`src/rtl/pc8001_kbd_pkg.sv`:
```
// Shared definitions for the PC-8001 keyboard matrix: row/column constants,
// key kinds and the PS/2 set-2 scancode to matrix position table.
package pc8001_kbd_pkg;

    localparam logic [3:0] ROW_LIMIT = 4'd10;
    localparam logic [3:0] ROW_MOD   = 4'd8;
    localparam logic [2:0] COL_KANA  = 3'd5;
    localparam logic [2:0] COL_SHIFT = 3'd6;
    localparam logic [2:0] COL_CTRL  = 3'd7;

    // SHL/SHR mark the left/right source of a shared modifier bit (shift or ctrl)
    typedef enum logic [1:0] {
        KIND_MOM  = 2'd0,
        KIND_SHL  = 2'd1,
        KIND_SHR  = 2'd2,
        KIND_KANA = 2'd3
    } kind_t;

    typedef struct packed {
        logic       hit;
        logic [3:0] row;
        logic [2:0] col;
        kind_t      kind;
    } key_map_t;

    function automatic key_map_t map_entry(input logic [3:0] row, input logic [2:0] col,
                                           input kind_t kind);
        key_map_t m;
        m.hit  = 1'b1;
        m.row  = row;
        m.col  = col;
        m.kind = kind;
        return m;
    endfunction

    function automatic key_map_t mom(input logic [3:0] row, input logic [2:0] col);
        return map_entry(row, col, KIND_MOM);
    endfunction

    // Index is {E0-extended, scancode}; anything not listed is unmapped (hit=0).
    function automatic key_map_t key_lookup(input logic ext, input logic [7:0] code);
        key_map_t m;
        m = '0;
        case ({ext, code})
            // row 0: keypad 0-7
            9'h070: m = mom(4'd0, 3'd0);   9'h069: m = mom(4'd0, 3'd1);
            9'h072: m = mom(4'd0, 3'd2);   9'h07A: m = mom(4'd0, 3'd3);
            9'h06B: m = mom(4'd0, 3'd4);   9'h073: m = mom(4'd0, 3'd5);
            9'h074: m = mom(4'd0, 3'd6);   9'h06C: m = mom(4'd0, 3'd7);
            // row 1: keypad 8,9,*,+, '.', RETURN (keypad = and , have no PS/2 key)
            9'h075: m = mom(4'd1, 3'd0);   9'h07D: m = mom(4'd1, 3'd1);
            9'h07C: m = mom(4'd1, 3'd2);   9'h079: m = mom(4'd1, 3'd3);
            9'h071: m = mom(4'd1, 3'd6);   9'h05A: m = mom(4'd1, 3'd7);
            // row 2: @, A-G
            9'h054: m = mom(4'd2, 3'd0);   9'h01C: m = mom(4'd2, 3'd1);
            9'h032: m = mom(4'd2, 3'd2);   9'h021: m = mom(4'd2, 3'd3);
            9'h023: m = mom(4'd2, 3'd4);   9'h024: m = mom(4'd2, 3'd5);
            9'h02B: m = mom(4'd2, 3'd6);   9'h034: m = mom(4'd2, 3'd7);
            // row 3: H-O
            9'h033: m = mom(4'd3, 3'd0);   9'h043: m = mom(4'd3, 3'd1);
            9'h03B: m = mom(4'd3, 3'd2);   9'h042: m = mom(4'd3, 3'd3);
            9'h04B: m = mom(4'd3, 3'd4);   9'h03A: m = mom(4'd3, 3'd5);
            9'h031: m = mom(4'd3, 3'd6);   9'h044: m = mom(4'd3, 3'd7);
            // row 4: P-W
            9'h04D: m = mom(4'd4, 3'd0);   9'h015: m = mom(4'd4, 3'd1);
            9'h02D: m = mom(4'd4, 3'd2);   9'h01B: m = mom(4'd4, 3'd3);
            9'h02C: m = mom(4'd4, 3'd4);   9'h03C: m = mom(4'd4, 3'd5);
            9'h02A: m = mom(4'd4, 3'd6);   9'h01D: m = mom(4'd4, 3'd7);
            // row 5: X,Y,Z,[,\,],^,-
            9'h022: m = mom(4'd5, 3'd0);   9'h035: m = mom(4'd5, 3'd1);
            9'h01A: m = mom(4'd5, 3'd2);   9'h05B: m = mom(4'd5, 3'd3);
            9'h06A: m = mom(4'd5, 3'd4);   9'h05D: m = mom(4'd5, 3'd5);
            9'h055: m = mom(4'd5, 3'd6);   9'h04E: m = mom(4'd5, 3'd7);
            // row 6: 0-7
            9'h045: m = mom(4'd6, 3'd0);   9'h016: m = mom(4'd6, 3'd1);
            9'h01E: m = mom(4'd6, 3'd2);   9'h026: m = mom(4'd6, 3'd3);
            9'h025: m = mom(4'd6, 3'd4);   9'h02E: m = mom(4'd6, 3'd5);
            9'h036: m = mom(4'd6, 3'd6);   9'h03D: m = mom(4'd6, 3'd7);
            // row 7: 8,9,:,;,comma,.,/,_
            9'h03E: m = mom(4'd7, 3'd0);   9'h046: m = mom(4'd7, 3'd1);
            9'h052: m = mom(4'd7, 3'd2);   9'h04C: m = mom(4'd7, 3'd3);
            9'h041: m = mom(4'd7, 3'd4);   9'h049: m = mom(4'd7, 3'd5);
            9'h04A: m = mom(4'd7, 3'd6);   9'h051: m = mom(4'd7, 3'd7);
            // row 8: CLR(Home), UP, RIGHT, INS/DEL(Bksp), GRPH(Alt), KANA, SHIFT, CTRL
            9'h16C: m = mom(4'd8, 3'd0);   9'h175: m = mom(4'd8, 3'd1);
            9'h174: m = mom(4'd8, 3'd2);   9'h066: m = mom(4'd8, 3'd3);
            9'h011: m = mom(4'd8, 3'd4);
            9'h07E: m = map_entry(ROW_MOD, COL_KANA, KIND_KANA);
            9'h012: m = map_entry(ROW_MOD, COL_SHIFT, KIND_SHL);
            9'h059: m = map_entry(ROW_MOD, COL_SHIFT, KIND_SHR);
            9'h014: m = map_entry(ROW_MOD, COL_CTRL, KIND_SHL);
            9'h114: m = map_entry(ROW_MOD, COL_CTRL, KIND_SHR);
            // row 9: STOP(F12), F1-F5, SPACE, ESC
            9'h007: m = mom(4'd9, 3'd0);   9'h005: m = mom(4'd9, 3'd1);
            9'h006: m = mom(4'd9, 3'd2);   9'h004: m = mom(4'd9, 3'd3);
            9'h00C: m = mom(4'd9, 3'd4);   9'h003: m = mom(4'd9, 3'd5);
            9'h029: m = mom(4'd9, 3'd6);   9'h076: m = mom(4'd9, 3'd7);
            default: m = '0;
        endcase
        return m;
    endfunction

endpackage

```
`src/rtl/pc8001_kbd_decode.sv`:
```
// Stage 2: registered scancode lookup.
import pc8001_kbd_pkg::*;

module pc8001_kbd_decode (
    input  logic       clk_sys,
    input  logic       reset_n,
    input  logic       flush,
    input  logic       in_vld,
    input  logic       in_press,
    input  logic       in_ext,
    input  logic [7:0] in_code,
    output logic       out_vld,
    output logic       out_press,
    output key_map_t   out_map
);

    logic     vld_q, vld_d;
    logic     press_q, press_d;
    key_map_t map_q, map_d;

    // Look up the latched event; a flush drops whatever is entering this stage.
    always_comb begin
        vld_d   = in_vld && !flush;
        press_d = in_press;
        map_d   = key_lookup(in_ext, in_code);
    end

    // Stage 2 registers.
    always_ff @(posedge clk_sys or negedge reset_n) begin
        if (!reset_n) begin
            vld_q   <= 1'b0;
            press_q <= 1'b0;
            map_q   <= '0;
        end else begin
            vld_q   <= vld_d;
            press_q <= press_d;
            map_q   <= map_d;
        end
    end

    assign out_vld   = vld_q;
    assign out_press = press_q;
    assign out_map   = map_q;

endmodule

```
`src/rtl/pc8001_keymatrix.sv`:
```
// PC-8001 keyboard matrix fed from hps_io PS/2 key events.
// Pipeline: stage 1 event detect, stage 2 table lookup, stage 3 matrix apply.
import pc8001_kbd_pkg::*;

module pc8001_keymatrix (
    input  logic        clk_sys,
    input  logic        reset_n,
    input  logic [10:0] ps2_key,
    input  logic        flush,
    input  logic [3:0]  row_sel,
    output logic [7:0]  row_data,
    output logic        any_key,
    output logic        kana_lock,
    output logic        key_evt
);

    logic       arm_q, arm_d;
    logic       tgl_q, tgl_d;
    logic       evt;
    logic       s1_vld_q, s1_vld_d;
    logic       s1_press_q, s1_press_d;
    logic       s1_ext_q, s1_ext_d;
    logic [7:0] s1_code_q, s1_code_d;

    logic       dec_vld;
    logic       dec_press;
    key_map_t   dec_map;

    // src bits: 0 shift-L, 1 shift-R, 2 ctrl-L, 3 ctrl-R
    logic [9:0][7:0] mat_q, mat_d;
    logic [3:0]      src_q, src_d;
    logic [1:0]      src_idx;
    logic            kana_q, kana_d;
    logic            key_evt_q, key_evt_d;
    logic            any_key_q, any_key_d;
    logic [7:0]      row_data_q, row_data_d;

    // Row 8 merges the live momentary bits with the derived modifier/KANA bits.
    function automatic logic [7:0] row_view(input logic [3:0] sel, input logic [9:0][7:0] mat,
                                            input logic [3:0] src, input logic kana);
        logic [7:0] r;
        r = 8'hFF;
        if (sel == ROW_MOD)
            r = {~(src[2] | src[3]), ~(src[0] | src[1]), ~kana, mat[ROW_MOD][4:0]};
        else if (sel < ROW_LIMIT)
            r = mat[sel];
        return r;
    endfunction

    // Stage 1: the first cycle after reset only arms the toggle tracker.
    always_comb begin
        arm_d      = 1'b1;
        tgl_d      = ps2_key[10];
        evt        = arm_q && (ps2_key[10] != tgl_q);
        s1_vld_d   = evt && !flush;
        s1_press_d = s1_press_q;
        s1_ext_d   = s1_ext_q;
        s1_code_d  = s1_code_q;
        if (evt) begin
            s1_press_d = ps2_key[9];
            s1_ext_d   = ps2_key[8];
            s1_code_d  = ps2_key[7:0];
        end
    end

    // Stage 1 registers.
    always_ff @(posedge clk_sys or negedge reset_n) begin
        if (!reset_n) begin
            arm_q      <= 1'b0;
            tgl_q      <= 1'b0;
            s1_vld_q   <= 1'b0;
            s1_press_q <= 1'b0;
            s1_ext_q   <= 1'b0;
            s1_code_q  <= 8'h00;
        end else begin
            arm_q      <= arm_d;
            tgl_q      <= tgl_d;
            s1_vld_q   <= s1_vld_d;
            s1_press_q <= s1_press_d;
            s1_ext_q   <= s1_ext_d;
            s1_code_q  <= s1_code_d;
        end
    end

    pc8001_kbd_decode u_decode (
        .clk_sys   (clk_sys),
        .reset_n   (reset_n),
        .flush     (flush),
        .in_vld    (s1_vld_q),
        .in_press  (s1_press_q),
        .in_ext    (s1_ext_q),
        .in_code   (s1_code_q),
        .out_vld   (dec_vld),
        .out_press (dec_press),
        .out_map   (dec_map)
    );

    // Stage 3: apply the decoded event; outputs are built from the next state
    // so a change is visible on row_data in the same cycle key_evt pulses.
    always_comb begin
        mat_d     = mat_q;
        src_d     = src_q;
        kana_d    = kana_q;
        key_evt_d = 1'b0;
        src_idx   = {dec_map.col == COL_CTRL, dec_map.kind == KIND_SHR};
        if (flush) begin
            mat_d = '1;
            src_d = '0;
        end else if (dec_vld && dec_map.hit) begin
            case (dec_map.kind)
                KIND_MOM: begin
                    if (dec_map.row < ROW_LIMIT)
                        mat_d[dec_map.row][dec_map.col] = ~dec_press;
                    key_evt_d = 1'b1;
                end
                KIND_SHL, KIND_SHR: begin
                    src_d[src_idx] = dec_press;
                    key_evt_d      = 1'b1;
                end
                KIND_KANA: begin
                    if (dec_press) begin
                        kana_d    = ~kana_q;
                        key_evt_d = 1'b1;
                    end
                end
                default: ;
            endcase
        end
        any_key_d  = ~(&mat_d) | (|src_d);
        row_data_d = row_view(row_sel, mat_d, src_d, kana_d);
    end

    // Stage 3 and output registers.
    always_ff @(posedge clk_sys or negedge reset_n) begin
        if (!reset_n) begin
            mat_q      <= '1;
            src_q      <= '0;
            kana_q     <= 1'b0;
            key_evt_q  <= 1'b0;
            any_key_q  <= 1'b0;
            row_data_q <= 8'hFF;
        end else begin
            mat_q      <= mat_d;
            src_q      <= src_d;
            kana_q     <= kana_d;
            key_evt_q  <= key_evt_d;
            any_key_q  <= any_key_d;
            row_data_q <= row_data_d;
        end
    end

    assign row_data  = row_data_q;
    assign any_key   = any_key_q;
    assign kana_lock = kana_q;
    assign key_evt   = key_evt_q;

endmodule

```
`config.mk`:
```
export PLATFORM = sky130hd
export DESIGN_NAME = pc8001_keymatrix
export DESIGN_NICKNAME = d
export VERILOG_FILES = /design/src/rtl/pc8001_kbd_pkg.sv /design/src/rtl/pc8001_kbd_decode.sv /design/src/rtl/pc8001_keymatrix.sv
export SDC_FILE = /design/constraint.sdc
export NUM_CORES = 1
export LEC_CHECK = 0
export CAP_MARGIN = 20
export CORE_MARGIN = 8
export CORE_UTILIZATION = 50
export DETAILED_ROUTE_END_ITERATION = 10
export PLACE_DENSITY = 0.78
export SYNTH_ARGS = -nofsm -noshare
export SYNTH_HDL_FRONTEND = slang
export SYNTH_SLANG_ARGS = --single-unit
```
`constraint.sdc`:
```
create_clock -name clk_sys -period 3.05 [get_ports clk_sys]
set_clock_uncertainty 0.1 [all_clocks]
set_input_delay 0.4575 -clock clk_sys [delete_from_list [all_inputs] [get_ports clk_sys]]
set_output_delay 0.4575 -clock clk_sys [all_outputs]
set_load 0.005 [all_outputs]
```
==> flow_metrics.py <==
metrics = {
    "yosys": {
        "ys_warn_count": 0,
        "synth_cell_type_count": 77,
        "syn_area_per_cell_um2": 9.06,
        "syn_area_mm2": 0.00778,
        "synth_top_cell_area_share_pct": 29.7,
        "synth-edff-count": 0,
        "synth_top_cells_by_area": "dfstp_2 (30%), dfrtp_1 (10%), mux2i_1 (5.8%)",
        "postSynthCellCount": 858,
        "yosysSeqAreaShare_pct": 40.0,
        "ys_async_sr_fraction_pct": 100,
        "synth_flop_cell": "dfstp_2",
        "synth_top_area_cell": "dfstp_2",
        "ys_ff_latch": 120,
        "syn-num-nets": 879,
    },
    "clock_tree": {
        "cts.sinks": 120,
        "clockRootBuffer": "clkbuf_16",
        "cts_tree": "built",
        "path_clk_slew_ns": 0.06,
        "cts_hold_buffers": 0,
        "clk_latency_ns": 0.42,
        "cts_buffers": 17,
        "cts_max_path_buffers": 2,
        "htreeDepth": 4,
    },
    "floorplan": {
        "dieArea_mm2": 0.0198,
        "rows": 45,
        "coreArea_mm2": 0.0152,
        "initial_core_util_pct": 51.2,
        "die_w_um": 141,
        "fp.dieH_um": 141,
        "io_pins": 29,
    },
    "grt": {
        "grt_pass1_vias": 7594,
        "grtUsageTotal_pct": 27.9,
        "grt_busiest_layer": "met2",
        "grt_util_met3_pct": 6.82,
        "grt.met1_usage_pct": 37.7,
        "grt_max_degree": 56,
        "grt_pass1_wl_mm": 43.1,
        "grt_antenna_before_repair": 0,
        "grtUsageMet2_pct": 42.4,
        "overflow": 0,
    },
    "route": {
        "vias": 8086,
        "finalWirelength_mm": 27.9,
        "viasPerCell": 6.62,
        "antenna_left": 0,
        "dr.pass1.iters": 5,
        "wire_per_inst_um": 22.8,
        "drc_errors": 0,
        "first_iter_violations": 1171,
    },
    "timing": {
        "setup_viol": 1,
        "tightest_slew_ns": 0.778,
        "setup_ws_ns": -0.174,
        "finalHoldViolCount": 1,
        "whs_ns": -0.000166,
        "min_period_ns": 3.22,
        "fin_crit_sh_pct": 106,
        "max_freq_mhz": 310,
        "rsz0062_at_grt": "yes",
        "slew_violations": 0,
        "slew-limit-headroom_pct": 48.2,
    },
    "cells_and_area": {
        "area_growth_pct": 32.7,
        "fin_nets": 1042,
        "fillers": 1127,
        "most-common-layout-cells": "buf_4 (195), nor2_1 (95), dfstp_2 (88)",
        "diodes": 0,
        "final_common_cell": "buf_4",
        "drive_gt1_share_pct": 39.3,
        "fin_util_pct": 67.9,
    },
    "flow_run": {
        "maxCapViolations": 0,
    },
    "setup_path": {
        "critical_path.startpoint": "u_decode.out_map[8]$_DFF_PN0_",
        "path_max_fanout": 7,
        "timing.rr.start": "u_decode.out_map[8]$_DFF_PN0_",
        "cp_data_required_time_ns": 3.24,
        "crit_arrival_ns": 3.42,
        "end_kind": "register",
        "crit_type": "reg2reg",
        "critPathLaunchType": "register",
    },
    "placed_design": {
        "gp_congestion": 1.02,
        "dpl.hpwl_mm": 19.5,
        "pre_cts_ws_ns": -0.313,
        "portBuffers": 28,
    },
    "hold_path": {
        "holdCritPathClass": "in2async",
    },
    "power_and_ir_drop": {
        "pwr_density_cell_mw_per_mm2": 528,
        "ir_worst_vdd_mv": 0.477,
        "p_leak_nw": 4.18,
    },
    "status": {
        "status": "complete, but fails checks",
        "violations": "hold timing, setup timing",
    },
}
[where the power goes]
part | internal (mW) | total, mW | switching [mW]
clock network | 1.48 | 2.25 | 0.776
registers | 1.67 | 1.82 | 0.153
logic | 0.558 | 1.38 | 0.819
[layer usage]
layer	share of wire [%]	vias to the layer above
li1	-	3578
met1	41	3920
met2	45	501
met3	11	87
met4	3.2	0
met5	0	-
[flip-flops by register name, summed over array words and instances, names as in the netlist]
| register | flops |
|---|---|
| u_decode.out_map | 10 |
| arm_q | 1 |
| tgl_q | 1 |
| s1_ext_q | 1 |
| s1_vld_q | 1 |
| row_data | 8 |
| mat_q | 80 |
| s1_code_q | 8 |
| kana_lock | 1 |
| u_decode.out_vld | 1 |
| s1_press_q | 1 |
| any_key | 1 |
| key_evt | 1 |
| src_q | 4 |
| u_decode.out_press | 1 |
[cell usage after synthesis (4+ instances only)]
library cell  instances
nor2_1               99
dfstp_2              88
clkbuf_1             64
nand3_1              64
nand2_1              50
mux2i_1              45
a21oi_1              34
nor3_1               33
o21ai_0              33
dfrtp_1              32
nand4_1              26
a211oi_1             17
mux2_2               16
o22ai_1              15
a221o_1              14
a31oi_1              14
nand2b_1             13
nor2b_1              13
inv_1                12
a311oi_1              7
a41oi_1               7
buf_1                 7
mux4_2                7
nor4_1                7
buf_2                 6
nor3b_1               6
o211ai_1              6
o41ai_1               6
a221oi_1              5
nor4bb_1              5
o32ai_1               5
or3_1                 5
or4_1                 5
a211o_1               4
a22oi_1               4
and3_1                4
buf_6                 4
nand3b_1              4
nor2_2                4
o311ai_0              4
o31ai_1               4
or2_2                 4
[critical path, cell delays in order, from the launching register on]
cell and delay (ns):
dfrtp_2 0.44, buf_4 0.15, or4b_4 0.53, nor2_2 0.14, a221o_1 0.21, nand4_1 0.15, or4_4 0.47, or4_1 0.48
or4_1 0.41
[area by class of cell]
| class | instances | area, um2 | area share (%) |
|---|---|---|---|
| clock inverter | 14 | 221 | 2.15 |
| inverter | 13 | 48.8 | 0.473 |
| sequential | 120 | 3120 | 30.2 |
| timing repair buffer | 226 | 1800 | 17.4 |
| clock buffer | 18 | 439 | 4.26 |
| tap | 188 | 235 | 2.28 |
| multi-input combinational | 643 | 4460 | 43.2 |
[metrics by stage]
| stage | area [um2] | hold WS (ns) | total power [mW] | cells | TNS, ns |
|---|---|---|---|---|---|
| finish | 10300 | -0.000166 | 5.45 | 1222 | -0.174 |
| global route | 10300 | 0.0429 | 5.61 | 1222 | -0.176 |
| CTS | 10100 | 0.00265 | 5.35 | 1209 | -0.0402 |
| detailed placement | 9300 | 0.273 | 3.04 | 1167 | -0.355 |
| global placement | 9300 | 0.255 | 3.03 | 1167 | -0.190 |
| floorplan | 7800 | 0.0619 | 2.50 | 858 | 0 |
[worst paths after layout]
kind,cells past startpoint,slack (ns),to
setup / recovery,8,-0.17,any_key$_DFF_PN0_
hold / removal,1,-0.0002,s1_code_q[3]$_DFFE_PN0P_
setup reg to reg,8,-0.17,any_key$_DFF_PN0_
hold reg to reg,0,0.28,u_decode.out_press$_DFF_PN0_
max in group asynchronous,2,2.06,mat_q[66]$_DFF_PN1_
min in group clk_sys,0,0.28,u_decode.out_press$_DFF_PN0_
[repair_timing]
action / 4_1_cts / 5_1_grt
pin swaps: 8 / 8
buffers inserted: 10 / 13
gates cloned: 0 / 0
gates resized for setup: 21 / 26
endpoints found under the setup margin: 2 / 4
[cells by family after synthesis]
| logic type | count (synthesis) | synth area share (%) |
|---|---|---|
| and+or+nand+nor | 374 | 26.4 |
| AOI/OAI and AO/OA | 195 | 17.6 |
| xor gates and xnor gates | 2 | 0.225 |
| muxes | 68 | 10.1 |
| other | 1 | 0.0482 |
| adders and majority gates | 3 | 0.483 |
| buffers and inverters | 95 | 5.12 |
| DFF | 120 | 40.0 |
Note: power is estimated with default switching activity, not from simulation.
